## src/rtl/dmem_requester.sv

```systemverilog
// MEM-stage initiator for data_memory: issues loads/stores, freezes the pipeline on stalled loads.
// Define DMEM_TIMEOUT_EN to add a watchdog that aborts loads stalled for TIMEOUT WAIT cycles.
module dmem_requester #(
  parameter int unsigned DATA_W  = 32,
  parameter int unsigned TIMEOUT = 64
) (
  input  logic              clk,
  input  logic              rst_n,
  input  logic              pipe_read,
  input  logic              pipe_write,
  input  logic [DATA_W-1:0] pipe_addr,
  input  logic [DATA_W-1:0] pipe_wdata,
  output logic [DATA_W-1:0] pipe_rdata,
  output logic              pipe_stall,
  output logic              pipe_err,
  output logic              write,
  output logic              read,
  output logic [DATA_W-1:0] address,
  output logic [DATA_W-1:0] write_data,
  input  logic [DATA_W-1:0] read_data,
  input  logic              stall
);

  typedef enum logic [1:0] {StIdle, StWait, StDone} state_e;

  state_e            state_q, state_d;
  logic [DATA_W-1:0] addr_q, addr_d;
  logic [DATA_W-1:0] wdata_q, wdata_d;
  logic [DATA_W-1:0] rdata_q, rdata_d;
  logic              err_q, err_d;
  logic              req, bad, timeout;

  // Gating with rst_n keeps the combinational issue path quiet while reset is held.
  assign req = rst_n & (pipe_read | pipe_write);
  assign bad = req & ((pipe_addr[1:0] != 2'b00) | (pipe_read & pipe_write));

`ifdef DMEM_TIMEOUT_EN
  localparam int unsigned CntW = $clog2(TIMEOUT);

  logic [CntW-1:0] cnt_q, cnt_d;

  // Cleared while idle, so every WAIT entry starts from zero.
  always_comb begin
    cnt_d = cnt_q;
    if (state_q == StIdle) begin
      cnt_d = '0;
    end else if (state_q == StWait && stall) begin
      cnt_d = cnt_q + CntW'(1);
    end
  end

  assign timeout = (state_q == StWait) && stall && (cnt_q == CntW'(TIMEOUT - 1));

  always_ff @(posedge clk or negedge rst_n) begin
    if (!rst_n) begin
      cnt_q <= '0;
    end else begin
      cnt_q <= cnt_d;
    end
  end
`else
  logic unused_timeout;
  assign unused_timeout = (TIMEOUT != 0);
  assign timeout        = 1'b0;
`endif

  always_comb begin
    state_d    = state_q;
    addr_d     = addr_q;
    wdata_d    = wdata_q;
    rdata_d    = rdata_q;
    err_d      = 1'b0;
    read       = 1'b0;
    write      = 1'b0;
    pipe_stall = 1'b0;
    address    = addr_q;
    write_data = wdata_q;
    unique case (state_q)
      StIdle: begin
        if (bad) begin
          err_d = 1'b1;
        end else if (req && pipe_read) begin
          read       = 1'b1;
          pipe_stall = 1'b1;
          address    = pipe_addr;
          addr_d     = pipe_addr;
          state_d    = StWait;
        end else if (req) begin
          write      = 1'b1;
          address    = pipe_addr;
          write_data = pipe_wdata;
          addr_d     = pipe_addr;
          wdata_d    = pipe_wdata;
        end
      end
      StWait: begin
        read       = 1'b1;
        pipe_stall = 1'b1;
        if (timeout) begin
          rdata_d = DATA_W'(32'hDEADBEEF);
          err_d   = 1'b1;
          state_d = StDone;
        end else if (!stall) begin
          rdata_d = read_data;
          state_d = StDone;
        end
      end
      // Pipe inputs still carry the finished load here, so they are ignored.
      StDone: begin
        state_d = StIdle;
      end
      default: begin
        state_d = StIdle;
      end
    endcase
  end

  always_ff @(posedge clk or negedge rst_n) begin
    if (!rst_n) begin
      state_q <= StIdle;
      addr_q  <= '0;
      wdata_q <= '0;
      rdata_q <= '0;
      err_q   <= 1'b0;
    end else begin
      state_q <= state_d;
      addr_q  <= addr_d;
      wdata_q <= wdata_d;
      rdata_q <= rdata_d;
      err_q   <= err_d;
    end
  end

  assign pipe_rdata = rdata_q;
  assign pipe_err   = err_q;

endmodule

```

## config.mk

```make
export PLATFORM = sky130hd
export DESIGN_NAME = dmem_requester
export DESIGN_NICKNAME = d
export VERILOG_FILES = /design/src/rtl/dmem_requester.sv
export SDC_FILE = /design/constraint.sdc
export NUM_CORES = 1
export LEC_CHECK = 0
export CORE_ASPECT_RATIO = 1.5
export CORE_MARGIN = 2
export CORE_UTILIZATION = 42
export DETAILED_ROUTE_END_ITERATION = 16
export HOLD_SLACK_MARGIN = 0.1
export PLACE_DENSITY = 0.85
export REMOVE_ABC_BUFFERS = 1
export SETUP_SLACK_MARGIN = 0.3
export SLEW_MARGIN = 10
export SYNTH_ARGS = -nofsm -noshare
export SYNTH_HDL_FRONTEND = slang
export SYNTH_SLANG_ARGS = --single-unit
```

## constraint.sdc

```tcl
create_clock -name clk -period 4.8 [get_ports clk]
set_input_delay 0.72 -clock clk [delete_from_list [all_inputs] [get_ports clk]]
set_output_delay 0.72 -clock clk [all_outputs]
set_load 0.01 [all_outputs]
```

# Yosys cells after proc, flatten, opt, wreduce, memory -nomap -nowiden
# Cells that the tools add are included.
# word_totals
reg_bits	99
input_bits	101
output_inout_bits	100
wordCells	41
# classes
n_eq_ne	4
mux	21
bitwise	6
n_reduce_logical	5
# ops
op	n
two-way mux 32 bit	8
two-way mux 1 bit	8
two-way mux 2 bit	3
!= test 2 bit (second input constant)	3
case mux 2 bit (2 select lines)	1
AND 1 bit	3
AND reduction 3 bit	1
equality test 2 x 1 -> 1 bit (second input constant)	1
zero test 2 bit	1
bitwise OR 1 bit	2
case mux 1 bit (2 select lines)	1
AND reduction 2 bit	1
nonzero test 2 bit	1
logical AND 1 bit	1
NOT 1 bit	1

# Depth between registers and ports, before layout
# logic_depth
depth_word	6
ltp_mapped	4
mapped_depth_nobuf	3

# Least setup slack after synthesis
# Ideal clock, no wire load.
# synth_timing
path_kind	input -> output
start	input port pipe_addr[0]
end	output port write_data[4]
arrival_time_ns	1.643
t_required_ns	4.080
slack_ns	2.437
cell_stages	4
path_buffers	1
cell_sequence	nor2_1 nand4b_4 clkbuf_8 mux2_4
# synth_via
elab_chain_len	5
# synth_lines
element	line_no	source
start, declared	11	input logic [DATA_W-1:0] pipe_addr,
nonzero test 2 bit	35	assign bad = req & ((pipe_addr[1:0] != 2'b00) | (pipe_read & pipe_write));
bitwise OR 1 bit	35	
AND 1 bit	35	
two-way mux 32 bit	80	if (bad) begin
two-way mux 32 bit	78	unique case (state_q)
end, declared	19	output logic [DATA_W-1:0] write_data,
# Every way passes these cells.

# Worst setup path in the final report
# layout_timing
start	input port pipe_addr[0]
end	output port address[2]
# layout_via
elab_chain_len	5
# layout_lines
element	line_no	source
nonzero test 2 bit	35	
bitwise OR 1 bit	35	
AND 1 bit	35	
two-way mux 32 bit	80	
two-way mux 32 bit	-	
end, declared	18	output logic [DATA_W-1:0] address,
# Every way passes these cells.

==> results_dict.tcl <==
set metrics [dict create \
    synth-warning-count 0 \
    maxCapViolCount 0 \
    via_per_inst 4.86 \
    start_util_pct 43.0 \
    pwr-share-comb_pct 33.5 \
    cts_root_buffer "clkbuf_16" \
    core_um2 8830 \
    p_seq_share_pct 40.2 \
    htree_levels 3 \
    cts_buffer_depth 2 \
    cts_resized 0 \
    syn_area_um2 3800 \
    gr-usage-met2_pct 34.2 \
    ys_seq_elements 99 \
    fin_cells 537 \
    die_width_um 81.7 \
    antenna_left 0 \
    synthFlopType "dfrtp_1" \
    fillers 623 \
    hold_viol_final 0 \
    cp.required_ns 4.08 \
    syn2layout_area_growth_pct 62.0 \
    grt_usage_pct 19.9 \
    busiest_layer "met2" \
    grt_util_met1_pct 21.9 \
    drc_errors 0 \
    hpwl_um 7090 \
    cp_max_fo 32 \
    setup_violations 0 \
    tightest_slew_ns 0.849 \
    cts_tree "built" \
    multi_input_area_um2 1220 \
    start_kind "primary input" \
    die_y_um 120 \
    met3_usage_pct 6.34 \
    finalWorstPathRequiredPeriod_ns 3.95 \
    synth_cell_types 22 \
    powerDensity_nw_per_um2 453 \
    rsz0062_at_grt "no" \
    seq_area_um2 2480 \
    globalplace.congestion 0.801 \
    p_int_uw 2080 \
    switching_share_pct 25.4 \
    fin_crit_sh_pct 82.4 \
    synth_largest_area_cell "dfrtp_1" \
    avgSynthCellArea_um2 17.2 \
    slew_headroom_pct 43.4 \
    cts_sinks 99 \
    power.leakage_uw 0.00263 \
    yosysTopAreaCellShare_pct 65.2 \
    post_cts_buffers 0 \
    ir_worst_vdd_uv 261 \
    fmax_mhz 253 \
    nets 525 \
    pwr-share-clk_pct 26.2 \
    tns_ns 0 \
    synth_most_common_cell "dfrtp_1" \
    holdBufCountCts 0 \
    grt_max_degree 69 \
    io_pins 201 \
    async_flop_share_pct 100 \
    wl_per_cell_um 17.9 \
    diodes 0 \
    cts-buffers-inserted 9 \
    num_rows 42 \
    final_util_pct 69.7 \
    min_path_type "primary input to async pin" \
    grt_remaining_overflow 0 \
    grt_pass1_vias 2810 \
    path_clk_slew_ns 0.07 \
    yosys-top-cells-area "dfrtp_1 65%, mux2_2 27%, clkbuf_8 1.1%, buf_6 0.89%, buf_4 0.79%" \
    status "completed" \
    crit_type "primary input to primary output" \
    ys_seq_area_share_pct 65.2 \
    clk_latency_ns 0.33 \
    power_switching_uw 706 \
    placedCellCount 523 \
    dr.pass1.iters 4 \
    drive_gt1_share_pct 26.9 \
    synth-edff-count 0 \
    finalClockSkew_ns 0.00759 \
    endpoint_kind "primary output" \
    grt_pass1_wl_um 14500 \
    routed_wl_um 9610 \
    synth_commonest_cells "99 x dfrtp_1, 92 x mux2_2, 4 x buf_4, 3 x buf_6, 3 x clkbuf_8" \
    routed-via-count 2611 \
    worstPathArrival_ns 3.23 \
    drv_slew 0 \
    port-buffer-count 200 \
    drt_iter0_drc 85 \
    antenna_found_initial 0 \
    syn_inst 221 \
    die_area_um2 9840 \
]
==> stage by stage <==
step           instance area, um^2  power [uW]  hold WS [ns]  worst slack, ns
2_1_floorplan                 3690        1480         0.424             2.14
3_3_place_gp                  5850        2040         0.464            0.888
3_5_place_dp                  5850        2080         0.471            0.811
4_1_cts                       6150        2820         0.334            0.807
5_1_grt                       6150        2920         0.347            0.666
6_report                      6150        2790         0.329            0.846
==> cell type report <==
cell class              instances  area share (%)
repair buffers                202            32.7
clock buffers                  12            4.33
well taps                     110            2.24
multi-input cells             112            19.9
clock inverters                 2           0.569
flip-flops and latches         99            40.3
==> path summary, 6_finish.rpt <==
path | startpoint | endpoint | slack (ns) | cells past startpoint
worst max-delay path | pipe_addr[0] | address[2] | 0.85 | 5
worst min-delay path | rst_n | addr_q[22] | 0.33 | 1
worst max register to register | state_q[1] | addr_q[2] | 2.67 | 3
worst min register to register | addr_q[0] | addr_q[0] | 0.49 | 1
max in group asynchronous | rst_n | wdata_q[5] | 3.27 | 2
min in group clk | addr_q[0] | addr_q[0] | 0.49 | 1
==> worst max-delay path: stages <==
cell             delay, ns
clkdlybuf4s50_1       0.46
nor2_1                0.32
nand3_2               0.66
mux2_2                0.55
clkdlybuf4s50_1       0.50
==> kinds of logic (layout without fill, tap and decap cells) <==
family / count (synthesis) / in the layout / synth area share, %
compound gates: 4 / 4 / 0.626
xor+xnor: 1 / 1 / 0.231
buf+inv: 10 / 216 / 2.77
flops: 99 / 99 / 65.2
mux: 94 / 94 / 28.1
simple gates: 13 / 13 / 3.13
==> state kept, by name, indices dropped and copies added (netlist names) <==
| name | count |
|---|---|
| state_q | 2 |
| wdata_q | 32 |
| pipe_err | 1 |
| addr_q | 32 |
| pipe_rdata | 32 |
==> routing by layer <==
metal	vias to the layer above	share of wire, %	wire length (um)
met3	19	7.2	690
met5	-	0	0
met4	0	2.7	263
met1	1305	35	3410
met2	107	55	5250
li1	1180	-	-
==> power by group through the flow <==
| stage | Clock [uW] | Sequential (uW) | Combinational [uW] |
|---|---|---|---|
| CTS | 746 | 1120 | 945 |
| floorplan | 0 | 1160 | 314 |
| global route | 790 | 1140 | 990 |
| detailed placement | 0 | 1140 | 939 |
| global placement | 0 | 1120 | 920 |
| finish | 731 | 1120 | 934 |
==> placed cells by master, fill, tap and decap left out <==
master           synthesis  layout
a31oi_1                  1       1
o21ai_0                  1       1
buf_4                    4       3
clkdlybuf4s50_1          0     199
mux2_4                   2       2
nor2_1                   2       2
clkbuf_16                0       9
nor3_1                   1       1
xor2_1                   1       1
mux2_2                  92      92
nand2_1                  1       1
nand2b_1                 1       1
and2_1                   2       2
nand4b_4                 1       1
a21oi_1                  1       1
nand3_2                  1       1
dfrtp_1                 99      99
clkinv_2                 0       1
nand4b_1                 1       1
a21boi_0                 1       1
nor3b_4                  1       2
bufinv_16                0       1
and4b_1                  1       1
clkbuf_8                 3       3
Note: power is estimated with default switching activity, not from simulation.
